### src/rtl/bf_pkg.sv
// Shared definitions for the Brainfuck CPU UART transmit path.
// Holds the transmitter FSM state encoding and the serial data width.
package bf_pkg;

  localparam int BF_UART_DATA_W = 8;

  typedef enum logic [2:0] {
    IDLE,
    START,
    DATA,
    PARITY,
    STOP
  } bf_uart_state_t;

endpackage

### src/rtl/bf_uart_fifo.sv
// Synchronous single-clock FIFO with first-word fall-through output.
// dout always shows the head entry. full/empty come from the registered count.
// Pushes while full and pops while empty are ignored.
module bf_uart_fifo #(
  parameter int DEPTH = 16,
  parameter int WIDTH = 8
) (
  input  logic             clk,
  input  logic             rst,
  input  logic             push,
  input  logic             pop,
  input  logic [WIDTH-1:0] din,
  output logic [WIDTH-1:0] dout,
  output logic             full,
  output logic             empty
);

  localparam int PTR_W = $clog2(DEPTH);
  localparam logic [PTR_W:0] FULL_CNT = (PTR_W + 1)'(DEPTH);

  logic [WIDTH-1:0] r_mem [DEPTH];
  logic [PTR_W-1:0] r_wrPtr;
  logic [PTR_W-1:0] r_rdPtr;
  logic [PTR_W:0]   r_count;
  logic             w_push;
  logic             w_pop;

  assign full   = (r_count == FULL_CNT);
  assign empty  = (r_count == '0);
  assign w_push = push && !full;
  assign w_pop  = pop && !empty;
  assign dout   = r_mem[r_rdPtr];

  // Storage array; left unreset so it can map onto plain registers or RAM
  always_ff @(posedge clk) begin
    if (w_push) begin
      r_mem[r_wrPtr] <= din;
    end
  end

  // Pointers wrap naturally at DEPTH; the count tracks occupancy
  always_ff @(posedge clk) begin
    if (!rst) begin
      r_wrPtr <= '0;
      r_rdPtr <= '0;
      r_count <= '0;
    end else begin
      if (w_push) begin
        r_wrPtr <= r_wrPtr + PTR_W'(1);
      end
      if (w_pop) begin
        r_rdPtr <= r_rdPtr + PTR_W'(1);
      end
      case ({w_push, w_pop})
        2'b10:   r_count <= r_count + (PTR_W + 1)'(1);
        2'b01:   r_count <= r_count - (PTR_W + 1)'(1);
        default: r_count <= r_count;
      endcase
    end
  end

endmodule

### src/rtl/bf_uart_tx.sv
// Buffered UART transmitter for bytes emitted by the Brainfuck CPU.
// A FIFO absorbs CPU output so the core only stalls when the buffer is full.
// Framing is 8N1 by default. Defining BF_UART_TX_PARITY_EN adds an even-parity bit, giving 8E1.
// CLK_FREQ/BAUD must be at least 2 clocks per bit, and FIFO_DEPTH must be a power of two.
module bf_uart_tx
  import bf_pkg::*;
#(
  parameter int CLK_FREQ   = 50_000_000,
  parameter int BAUD       = 115_200,
  parameter int FIFO_DEPTH = 16
) (
  input  logic                      clk,
  input  logic                      rst,
  input  logic                      wr_en,
  input  logic [BF_UART_DATA_W-1:0] wr_data,
  output logic                      full,
  output logic                      busy,
  output logic                      uart_out
);

  localparam int CLKS_PER_BIT = CLK_FREQ / BAUD;
  localparam int CNT_W        = $clog2(CLKS_PER_BIT);
  localparam logic [CNT_W-1:0] BAUD_LAST = CNT_W'(CLKS_PER_BIT - 1);

  bf_uart_state_t            r_state;
  logic [CNT_W-1:0]          r_baudCnt;
  logic [2:0]                r_bitCnt;
  logic [BF_UART_DATA_W-1:0] r_shift;
  logic                      r_uartOut;
  logic                      r_busy;
`ifdef BF_UART_TX_PARITY_EN
  logic                      r_parity;
`endif

  logic [BF_UART_DATA_W-1:0] w_fifoDout;
  logic                      w_fifoFull;
  logic                      w_fifoEmpty;
  logic                      w_pushOk;
  logic                      w_pop;
  logic                      w_baudEnd;

  assign w_pushOk  = wr_en && !w_fifoFull;
  assign w_baudEnd = (r_baudCnt == BAUD_LAST);
  assign w_pop     = !w_fifoEmpty &&
                     ((r_state == IDLE) || ((r_state == STOP) && w_baudEnd));

  assign full     = w_fifoFull;
  assign busy     = r_busy;
  assign uart_out = r_uartOut;

  bf_uart_fifo #(
    .DEPTH (FIFO_DEPTH),
    .WIDTH (BF_UART_DATA_W)
  ) u_fifo (
    .clk   (clk),
    .rst   (rst),
    .push  (wr_en),
    .pop   (w_pop),
    .din   (wr_data),
    .dout  (w_fifoDout),
    .full  (w_fifoFull),
    .empty (w_fifoEmpty)
  );

  // Frame sequencer: the line level and busy flag are registered alongside the state
  always_ff @(posedge clk) begin
    if (!rst) begin
      r_state   <= IDLE;
      r_baudCnt <= '0;
      r_bitCnt  <= '0;
      r_shift   <= '0;
      r_uartOut <= 1'b1;
      r_busy    <= 1'b0;
`ifdef BF_UART_TX_PARITY_EN
      r_parity  <= 1'b0;
`endif
    end else begin
      case (r_state)
        IDLE: begin
          r_baudCnt <= '0;
          r_bitCnt  <= '0;
          if (!w_fifoEmpty) begin
            r_shift   <= w_fifoDout;
`ifdef BF_UART_TX_PARITY_EN
            r_parity  <= ^w_fifoDout;
`endif
            r_state   <= START;
            r_uartOut <= 1'b0;
            r_busy    <= 1'b1;
          end else begin
            r_uartOut <= 1'b1;
            r_busy    <= w_pushOk;
          end
        end

        START: begin
          if (w_baudEnd) begin
            r_baudCnt <= '0;
            r_bitCnt  <= '0;
            r_state   <= DATA;
            r_uartOut <= r_shift[0];
          end else begin
            r_baudCnt <= r_baudCnt + CNT_W'(1);
          end
        end

        DATA: begin
          if (w_baudEnd) begin
            r_baudCnt <= '0;
            r_shift   <= r_shift >> 1;
            r_bitCnt  <= r_bitCnt + 3'd1;
            if (r_bitCnt == 3'd7) begin
`ifdef BF_UART_TX_PARITY_EN
              r_state   <= PARITY;
              r_uartOut <= r_parity;
`else
              r_state   <= STOP;
              r_uartOut <= 1'b1;
`endif
            end else begin
              r_uartOut <= r_shift[1];
            end
          end else begin
            r_baudCnt <= r_baudCnt + CNT_W'(1);
          end
        end

`ifdef BF_UART_TX_PARITY_EN
        PARITY: begin
          if (w_baudEnd) begin
            r_baudCnt <= '0;
            r_state   <= STOP;
            r_uartOut <= 1'b1;
          end else begin
            r_baudCnt <= r_baudCnt + CNT_W'(1);
          end
        end
`endif

        STOP: begin
          if (w_baudEnd) begin
            r_baudCnt <= '0;
            r_bitCnt  <= '0;
            if (!w_fifoEmpty) begin
              r_shift   <= w_fifoDout;
`ifdef BF_UART_TX_PARITY_EN
              r_parity  <= ^w_fifoDout;
`endif
              r_state   <= START;
              r_uartOut <= 1'b0;
            end else begin
              r_state   <= IDLE;
              r_uartOut <= 1'b1;
              r_busy    <= w_pushOk;
            end
          end else begin
            r_baudCnt <= r_baudCnt + CNT_W'(1);
          end
        end

        default: begin
          r_state   <= IDLE;
          r_baudCnt <= '0;
          r_uartOut <= 1'b1;
        end
      endcase
    end
  end

endmodule

### config.mk
export PLATFORM = sky130hd
export DESIGN_NAME = bf_uart_tx
export DESIGN_NICKNAME = d
export VERILOG_FILES = /design/src/rtl/bf_pkg.sv /design/src/rtl/bf_uart_fifo.sv /design/src/rtl/bf_uart_tx.sv
export SDC_FILE = /design/constraint.sdc
export NUM_CORES = 1
export LEC_CHECK = 0
export ABC_CLOCK_PERIOD_IN_PS = 7310
export BUFFER_PORTS_ARGS = -buffer_cell sky130_fd_sc_hd__buf_2
export CORE_ASPECT_RATIO = 1.75
export CORE_MARGIN = 1.5
export CORE_UTILIZATION = 55
export CTS_CLUSTER_DIAMETER = 50
export DETAILED_ROUTE_END_ITERATION = 7
export PLACE_DENSITY = 0.71
export SLEW_MARGIN = 20
export SYNTH_ARGS = -nofsm -noshare
export SYNTH_HDL_FRONTEND = slang
export SYNTH_SLANG_ARGS = --single-unit
### constraint.sdc
create_clock -name clk -period 7.31 [get_ports clk]
set_input_delay 0.3655 -clock clk [delete_from_list [all_inputs] [get_ports clk]]
set_output_delay 0.3655 -clock clk [all_outputs]
set_load 0.01 [all_outputs]
* Word-level counts from Yosys, hierarchy flattened *
Memory sizes are Yosys's and may differ from the RTL's. A register that Yosys moved wholly into a read port is not among the register bits.
Cells that the tools add are included.

storage, ports and cells
  bits in writable memories = 128
  memories kept = 1
  register bits = 38

operators by class
  reductions and logical operators = 21
  add/sub/neg operators = 6
  muxes and demuxes = 29
  bitwise logic cells = 2
  equal/unequal tests = 15

memories
  name          depth  width  read ports  clocked after Yosys merged registers in  write ports  line                RTL
  u_fifo.r_mem  16     8      1           1                                        1            bf_uart_fifo.sv:21  logic [WIDTH-1:0] r_mem [DEPTH];

operator list
  kind                 count
  $mux 8               3
  $pmux 8 s3           1
  $mux 3               7
  $pmux 3 s4           1
  $reduce_and 3->1     4
  $mux 1               11
  $ne 2x2->1 const B   5
  $pmux 5 s2           1
  $add 9x1->9 const B  1
  $eq 9x9->1 const B   1
  $pmux 3 s3           1
  $add 4x1->4 const B  2
  $mux 4               2
  $eq 3x3->1 const B   2
  $reduce_bool 3->1    2
  $reduce_or 3->1      2
  $add 5x1->5 const B  1
  $eq 5x5->1 const B   1
  $logic_not 5->1      1
  $reduce_and 5->1     1
  $sub 5x1->5 const B  1
  $logic_and 1x1->1    4
  $ne 2x1->1 const B   2
  $pmux 1 s4           1
  12 further kinds     15

* Longest topological paths before layout *
Gate-level depths: netlist of the first run.

  depth in word-level cells = 7
  depth in mapped cells = 14
  mapped depth without buffers = 12

* Hierarchy *
Synthesis of the first run repeated with hierarchy kept, for this count alone.

unflattened totals
  cells, all modules = 482
  area, all modules = 7265.7 sq um

by module, submodules not included
  module        seq. area each (sq um)  cells each  times used  area each (sq um)
  bf_uart_fifo  4184.0                  331         1           5931.9
  bf_uart_tx    500.5                   151         1           1333.8

* Worst setup path after synthesis of the first run *
Ideal clock, no wire load.

  path kind = register to register
  start = register r_baudCnt[1]
  end = register u_fifo.r_count[4]
  setup time = 119 ps
  arrival = 3017 ps
  data required time = 7191 ps
  setup slack = 4174 ps
  cell stages (with the launch flop) = 15
  clock period less this slack = 3136 ps
  cells stage by stage = dfxtp_1 inv_1 ha_1 and4b_1 a21boi_1 nor2_1 buf_2 ha_1 clkbuf_1 xor2_1 ha_1 a31oi_1 mux2i_1 nand4_1 mux2i_1

on the way
  longest elaborated chain between the ends = 7
  elaborated cells on any way between the ends = 9

ends and longest elaborated chain
  item                                             line                RTL
  start, declared                                  bf_uart_tx.sv:26    logic [CNT_W-1:0] r_baudCnt;
  start signal, assigned                           bf_uart_tx.sv:103   r_baudCnt <= r_baudCnt + CNT_W'(1);
  start signal, assigned                           bf_uart_tx.sv:124   r_baudCnt <= r_baudCnt + CNT_W'(1);
  start signal, assigned                           bf_uart_tx.sv:157   r_baudCnt <= r_baudCnt + CNT_W'(1);
  $eq 9x9->1 (*)                                   bf_uart_tx.sv:43    assign w_baudEnd = (r_baudCnt == BAUD_LAST);
  $logic_and 1x1->1 (*)                            bf_uart_tx.sv:45    ((r_state == IDLE) || ((r_state == STOP) && w_baudEnd));
  $logic_or 1x1->1 (*)                             bf_uart_tx.sv:45
  $logic_and 1x1->1 (*)                            bf_uart_tx.sv:44    assign w_pop = !w_fifoEmpty &&
  $logic_and 1x1->1 (*)                            bf_uart_fifo.sv:31  assign w_pop = pop && !empty;
  via u_fifo.w_pop                                 bf_uart_fifo.sv:26  logic w_pop;
  $eq 2x1->1 or $eq 2x2->1 (tied branches)         bf_uart_fifo.sv:54  case ({w_push, w_pop})
  $pmux 5 s2 or $reduce_bool 2->1 (tied branches)  --
  end signal, assigned                             bf_uart_fifo.sv:55  2'b10: r_count <= r_count + (PTR_W + 1)'(1);
  end signal, assigned                             bf_uart_fifo.sv:56  2'b01: r_count <= r_count - (PTR_W + 1)'(1);
  end signal, assigned                             bf_uart_fifo.sv:57  default: r_count <= r_count;
  end, declared                                    bf_uart_fifo.sv:24  logic [PTR_W:0] r_count;

The timed path passes the listed nets; every way through them passes the cells marked *.
A chain may end at the register's enable or synchronous reset.

* Worst setup path after layout of the first run *
  start = register r_baudCnt[1]
  end = register u_fifo.r_count[4]

on the way
  longest elaborated chain between the ends = 7
  elaborated cells on any way between the ends = 9

ends and longest elaborated chain
  item                                             line
  $eq 9x9->1 (*)                                   bf_uart_tx.sv:43
  $logic_and 1x1->1 (*)                            bf_uart_tx.sv:45
  $logic_or 1x1->1 (*)                             bf_uart_tx.sv:45
  $logic_and 1x1->1 (*)                            bf_uart_tx.sv:44
  $logic_and 1x1->1 (*)                            bf_uart_fifo.sv:31
  $eq 2x1->1 or $eq 2x2->1 (tied branches)         bf_uart_fifo.sv:54
  $pmux 5 s2 or $reduce_bool 2->1 (tied branches)  --

Mark *: on every way between the ends. The rest lies on a longest branch, timed or not.

==> results.cfg, run 1 <==
[outcome]
status = complete, no violations

[route]
wl_per_cell_microns = 19.24
wl_mm = 12.99
viasPerCell = 5.825
ant_nets = 0
vias = 3932
drc = 0
drtIter0Drc = 154
dr.pass1.iters = 4

[die]
row_count = 55
dieHeight_microns = 155.0
core_sq_um = 12940
fp.dieW_microns = 89.84
ioPinCount = 14
dieArea_sq_um = 13920
start_util = 0.5610

[power]
p_leak_uw = 0.002597
power_frac_clock = 0.330
p_comb_frac = 0.223
vdd_drop_max_v = 0.0001846
power.switching_uw = 773.8
power_frac_seq = 0.447
internal_power_uw = 1830
p_per_area_nw_per_um2 = 324.4
switching_share = 0.2972

[critical_path]
r2r-end = u_fifo.r_count[4]$_SDFFE_PN0P_
crit_fanout = 14
r2r_slack_ps = 3600
critical_path_class = flip-flop to flip-flop
worstSetupEndpointType = flip-flop
reg2reg_depth = 12
crit_required_ps = 7620
r2r_start = r_baudCnt[1]$_SDFF_PP0_
worstPathArrival_ps = 4020
critPathLaunchType = flip-flop

[cells_and_area]
fin_cells = 675
final_cell_mix = edfxtp_1 (128), dfxtp_1 (41), nor2_1 (39)
num_antenna_cells = 0
finish.utilization = 0.6203
fillers = 1008
syn_to_final_growth_pct = 10.57
nets = 514
design_area_sq_um = 8025
drive_gt1_frac = 0.1885
layout_commonest_cell = edfxtp_1

[clocking]
cts_tree = yes
ctsResizeCount = 0
htreeDepth = 4
cts-buffers-inserted = 17
clock_path_buffers = 2
cts_setup_buffers = 0
insertion_delay_ps = 430
clk_pin_slew_ps = 70
clock_tree.root_cell = clkbuf_16
clkSinkCount = 170
holdBufCountCts = 0

[global_routing]
grt_pass1_vias = 4079
grtUsageMet1 = 0.2187
met2_usage = 0.3824
overflow = 0
antenna_found_initial = 0
grt_usage = 0.2030
gr-max-usage-layer = met2
gr-usage-met3 = 0.04057
grt_first_pass_wirelength_mm = 21.11
grt_max_degree = 62

[sta]
slew_violations = 0
worst-slew-pin-transition_ps = 963.6
max_freq_mhz = 269.3
setup_tns_ps = 0
period_needed_ps = 3714
hold_ws_ps = 268.8
hold_violations = 0
slew_headroom = 0.3552
period_share = 0.5081
skew_ps = 9.343
setup_violations = 0
rsz0062_at_grt = no

[place]
portBuffers = 13
hpwl_mm = 8.714
gp_congestion = 0.7910
placedCellCount = 643
placed_cell_area_sq_um = 7452

[flow_run]
drv_cap = 0

[hold_path]
hp-class = primary input to flip-flop
hp-start = wr_en
min_path_cells = 3
whs_endpoint = busy$_SDFFE_PN0P_

[synth]
syn-num-nets = 506
ys.flop_type = edfxtp_1
synth_edf_count = 128
syn_avg_cell_area_sq_um = 15.03
ys_types = 52
async_flop_share = 0
syn_inst = 483
yosysWarnings = 0
ys_seq_area_frac = 0.6454
synth_seq_cells = 170
synth_area_sq_um = 7258
## cells in the mapped netlist (5+ instances only)
library cell / number / share of area
xnor2_1: 9 / 0.011
nand2_1: 19 / 0.0098
nand3_1: 22 / 0.015
mux2i_1: 27 / 0.037
clkbuf_1: 18 / 0.0093
and2_1: 10 / 0.0086
nor2_1: 39 / 0.020
a21oi_1: 6 / 0.0041
nand4b_1: 6 / 0.0072
inv_1: 8 / 0.0041
edfxtp_1: 128 / 0.53
xor2_1: 8 / 0.0097
o211ai_1: 14 / 0.014
buf_2: 8 / 0.0055
ha_1: 12 / 0.021
nand4_1: 5 / 0.0043
nor3_1: 8 / 0.0055
nand2b_1: 5 / 0.0043
mux4_2: 33 / 0.10
o22ai_1: 5 / 0.0043
dfxtp_1: 42 / 0.12
## power groups by stage
| stage | combinational [uW] | sequential, uW | clock (uW) |
|---|---|---|---|
| 2_1_floorplan | 495 | 1160 | 0 |
| 5_1_grt | 644 | 1170 | 909 |
| 3_3_place_gp | 570 | 1180 | 0 |
| 6_report | 582 | 1160 | 859 |
| 3_5_place_dp | 583 | 1180 | 0 |
| 4_1_cts | 588 | 1160 | 871 |
## state kept, by name, indices dropped and copies added, names as in the netlist, 3 cells and up, named ones only
register and cells:
r_baudCnt 9, u_fifo.r_rdPtr 4, r_shift 8, r_bitCnt 3, u_fifo.r_count 5, u_fifo.r_wrPtr 4, u_fifo.r_mem 128, r_state 3
## worst max-delay path by stage
stage | slack (ps) | endpoint | startpoint
6_report | 3600 | u_fifo.r_count[4]$_SDFFE_PN0P_ | r_baudCnt[1]$_SDFF_PP0_
5_1_grt | 3280 | u_fifo.r_count[4]$_SDFFE_PN0P_ | r_baudCnt[1]$_SDFF_PP0_
4_1_cts | 3590 | u_fifo.r_count[4]$_SDFFE_PN0P_ | r_baudCnt[1]$_SDFF_PP0_
3_5_place_dp | 3620 | u_fifo.r_count[4]$_SDFFE_PN0P_ | r_baudCnt[1]$_SDFF_PP0_
3_3_place_gp | 3760 | u_fifo.r_count[4]$_SDFFE_PN0P_ | r_baudCnt[1]$_SDFF_PP0_
2_1_floorplan | 4170 | u_fifo.r_count[4]$_SDFFE_PN0P_ | r_baudCnt[1]$_SDFF_PP0_
## critical path: stages (launching register included)
cell and delay, ps:
dfxtp_1 390, inv_1 60, ha_1 190, and4b_1 230, a21boi_1 610, nor2_1 390, ha_1 470, xor2_1 200
ha_1 260, a31oi_1 330, mux2i_1 230, nand4_1 110, mux2i_1 130
## final cells by class
| class | instances | area (sq um) | share of cell area |
|---|---|---|---|
| multi-input combinational | 275 | 2412 | 0.3006 |
| clock inverter | 15 | 147.6 | 0.01840 |
| sequential | 170 | 4686 | 0.5839 |
| tap | 171 | 214.0 | 0.02666 |
| timing repair buffer | 19 | 110.1 | 0.01372 |
| inverter | 8 | 30.03 | 0.003742 |
| clock buffer | 17 | 425.4 | 0.05301 |
## metal layers
| layer | routed length (microns) | share of wire |
|---|---|---|
| met5 | 0 | 0 |
| met4 | 341 | 0.026 |
| met3 | 314 | 0.024 |
| met2 | 7356 | 0.57 |
| met1 | 4977 | 0.38 |
## metrics by stage
step | total power, uW | worst slack (ps)
2_1_floorplan | 1653 | 4174
3_3_place_gp | 1748 | 3760
3_5_place_dp | 1766 | 3620
4_1_cts | 2621 | 3590
5_1_grt | 2725 | 3281
6_report | 2603 | 3596
## logic make-up after synthesis
| family | share of synthesized area |
|---|---|
| buf+inv | 0.02362 |
| compound gates | 0.04672 |
| flops | 0.6454 |
| xor+xnor | 0.02051 |
| simple gates | 0.1034 |
| mux | 0.1396 |
| fa+ha+maj | 0.02069 |
No activity file was read; power rests on OpenSTA's default activity.
==> inputs of run 2 (changes only) <==
ABC_CLOCK_PERIOD_IN_PS = 3360   (was 7310)
PLACE_DENSITY = 0.74   (was 0.71)
clock period = 3.36 ns   (was 7.31 ns; I/O delays follow)
==> run 2 against run 1 <==
Utilization is 0.62 points higher. Via count is 1.7% higher. Fmax is 26% higher. Sequential cell count stayed put. Critical path type unchanged. Highest routed layer unchanged.
==> results.cfg, run 2 (same netlist as run 1, synthesis figures left out) <==
[route]
vias = 3997
wl_mm = 13.20
drc = 0
dr.pass1.iters = 4
ant_nets = 0
wl_per_cell_microns = 19.32
drtIter0Drc = 205
viasPerCell = 5.852

[critical_path]
worstPathArrival_ps = 3270
critPathMaxStageDelay_ps = 600
critPathLaunchType = flip-flop
crit_required_ps = 3680
cp_cell_sequence = or4_4 -> o21ai_4 -> nor2_1 -> ha_1 -> xor2_1 -> ha_1 -> a31oi_1 -> mux2i_1 -> nand4_1 -> mux2i_1
slowest_stage = or4_4
worstSetupEndpointType = flip-flop
crit_fanout = 11
critical_path_class = flip-flop to flip-flop

[global_routing]
grt_pass1_vias = 4147
overflow = 0
grt_max_degree = 33
grt_first_pass_wirelength_mm = 21.20
grt_usage = 0.2020
antenna_found_initial = 0

[power]
switching_share = 0.2927
p_comb_frac = 0.215
vdd_drop_max_v = 0.0004794
power_frac_clock = 0.335
internal_power_uw = 4082
power_frac_seq = 0.450
power.switching_uw = 1689
p_per_area_nw_per_um2 = 712.0
p_leak_uw = 0.002635

[outcome]
status = complete, no violations

[die]
dieArea_sq_um = 13920
ioPinCount = 14
start_util = 0.5610
dieHeight_microns = 155.0
fp.dieW_microns = 89.84
core_sq_um = 12940
row_count = 55

[clocking]
clkSinkCount = 170
clock_tree.root_cell = clkbuf_16
insertion_delay_ps = 420
clock_path_buffers = 2
htreeDepth = 4
cts_setup_buffers = 0
clk_pin_slew_ps = 70
cts_tree = yes
holdBufCountCts = 0
cts-buffers-inserted = 17
ctsResizeCount = 0

[sta]
setup_violations = 0
max_freq_mhz = 338.8
skew_ps = 8.511
period_share = 0.8786
slew_violations = 0
worst-slew-pin-transition_ps = 881.6
setup_tns_ps = 0
hold_ws_ps = 67.37
slew_headroom = 0.4101
period_needed_ps = 2952
rsz0062_at_grt = no
hold_violations = 0

[cells_and_area]
largest_reg_flops = 128
finish.utilization = 0.6265
multi_input_area_sq_um = 2402
drive_gt1_frac = 0.1973
reg_top3 = u_fifo.r_mem: 128 flops, r_baudCnt: 9 flops, r_shift: 8 flops
syn_to_final_growth_pct = 11.67
layout_commonest_cell = edfxtp_1
regArea_sq_um = 4686
fillers = 989
nets = 522
final_cell_mix = edfxtp_1 (128), dfxtp_1 (41), nor2_1 (39)
num_antenna_cells = 0
design_area_sq_um = 8105
max_flop_register = u_fifo.r_mem

[place]
portBuffers = 13
gp_congestion = 0.8082
placed_cell_area_sq_um = 7502
hpwl_mm = 9.117

[flow_run]
drv_cap = 0

[hold_path]
hp-class = primary input to flip-flop
## run 2: changes by cell type in the layout (fill, tap and decap cells not counted)
cell        change
clkinv_4        +1
nor3_1          +2
clkinvlp_4      +1
buf_4           +8
clkinv_2        -2
nor3_2          -2
inv_8           -2
clkinv_8        +1
bufinv_16       +1
## run 2: worst paths after layout
kind / start / end / slack [ps] / cells after the start
worst min-delay path: wr_en / busy$_SDFFE_PN0P_ / 70 / 3
worst max register to register: u_fifo.r_count[2]$_SDFFE_PN0P_ / u_fifo.r_count[4]$_SDFFE_PN0P_ / 410 / 10
worst min register to register: r_bitCnt[2]$_SDFFE_PN0P_ / r_bitCnt[2]$_SDFFE_PN0P_ / 470 / 2
worst max-delay path: u_fifo.r_count[2]$_SDFFE_PN0P_ / u_fifo.r_count[4]$_SDFFE_PN0P_ / 410 / 10
## run 2: power by group through the flow
stage | Sequential (uW) | Clock [uW] | Combinational, uW
2_1_floorplan | 2520 | 0 | 1080
3_3_place_gp | 2630 | 0 | 1200
3_5_place_dp | 2640 | 0 | 1240
4_1_cts | 2600 | 1960 | 1250
5_1_grt | 2630 | 2050 | 1360
6_report | 2600 | 1930 | 1240
## run 2: cell type report
type / instances / area share
inverter: 8 / 0.003705
multi-input combinational: 275 / 0.2964
timing repair buffer: 27 / 0.02099
clock buffer: 17 / 0.05249
tap: 171 / 0.02640
clock inverter: 15 / 0.02192
sequential: 170 / 0.5781
## run 2: layer usage
| layer | vias up | global-route usage | wire, microns | share of wire |
|---|---|---|---|---|
| met5 | - | 0 | 0 | 0 |
| met1 | 2002 | 0.2150 | 5017 | 0.38 |
| met4 | 0 | 0.06954 | 210 | 0.016 |
| met2 | 81 | 0.3889 | 7626 | 0.58 |
| li1 | 1894 | - | - | - |
| met3 | 20 | 0.04497 | 344 | 0.026 |
## run 2: worst max-delay path, delay by kind of cell (launching register included)
family / cells / cell delay (ps)
adder cells (fa/ha/maj): 2 / 520
flip-flops: 1 / 420
XOR/XNOR: 1 / 170
multiplexers: 2 / 350
AND/OR/NAND/NOR: 3 / 810
AO/OA/AOI/OAI: 2 / 570
## run 2: per-stage QoR
step	cells	power, uW	worst slack (ps)
CTS	683	5808	411.3
detailed placement	651	3882	432.8
floorplan	483	3597	223.6
global placement	651	3835	508.6
global route	683	6036	202.5
finish	683	5771	408.0
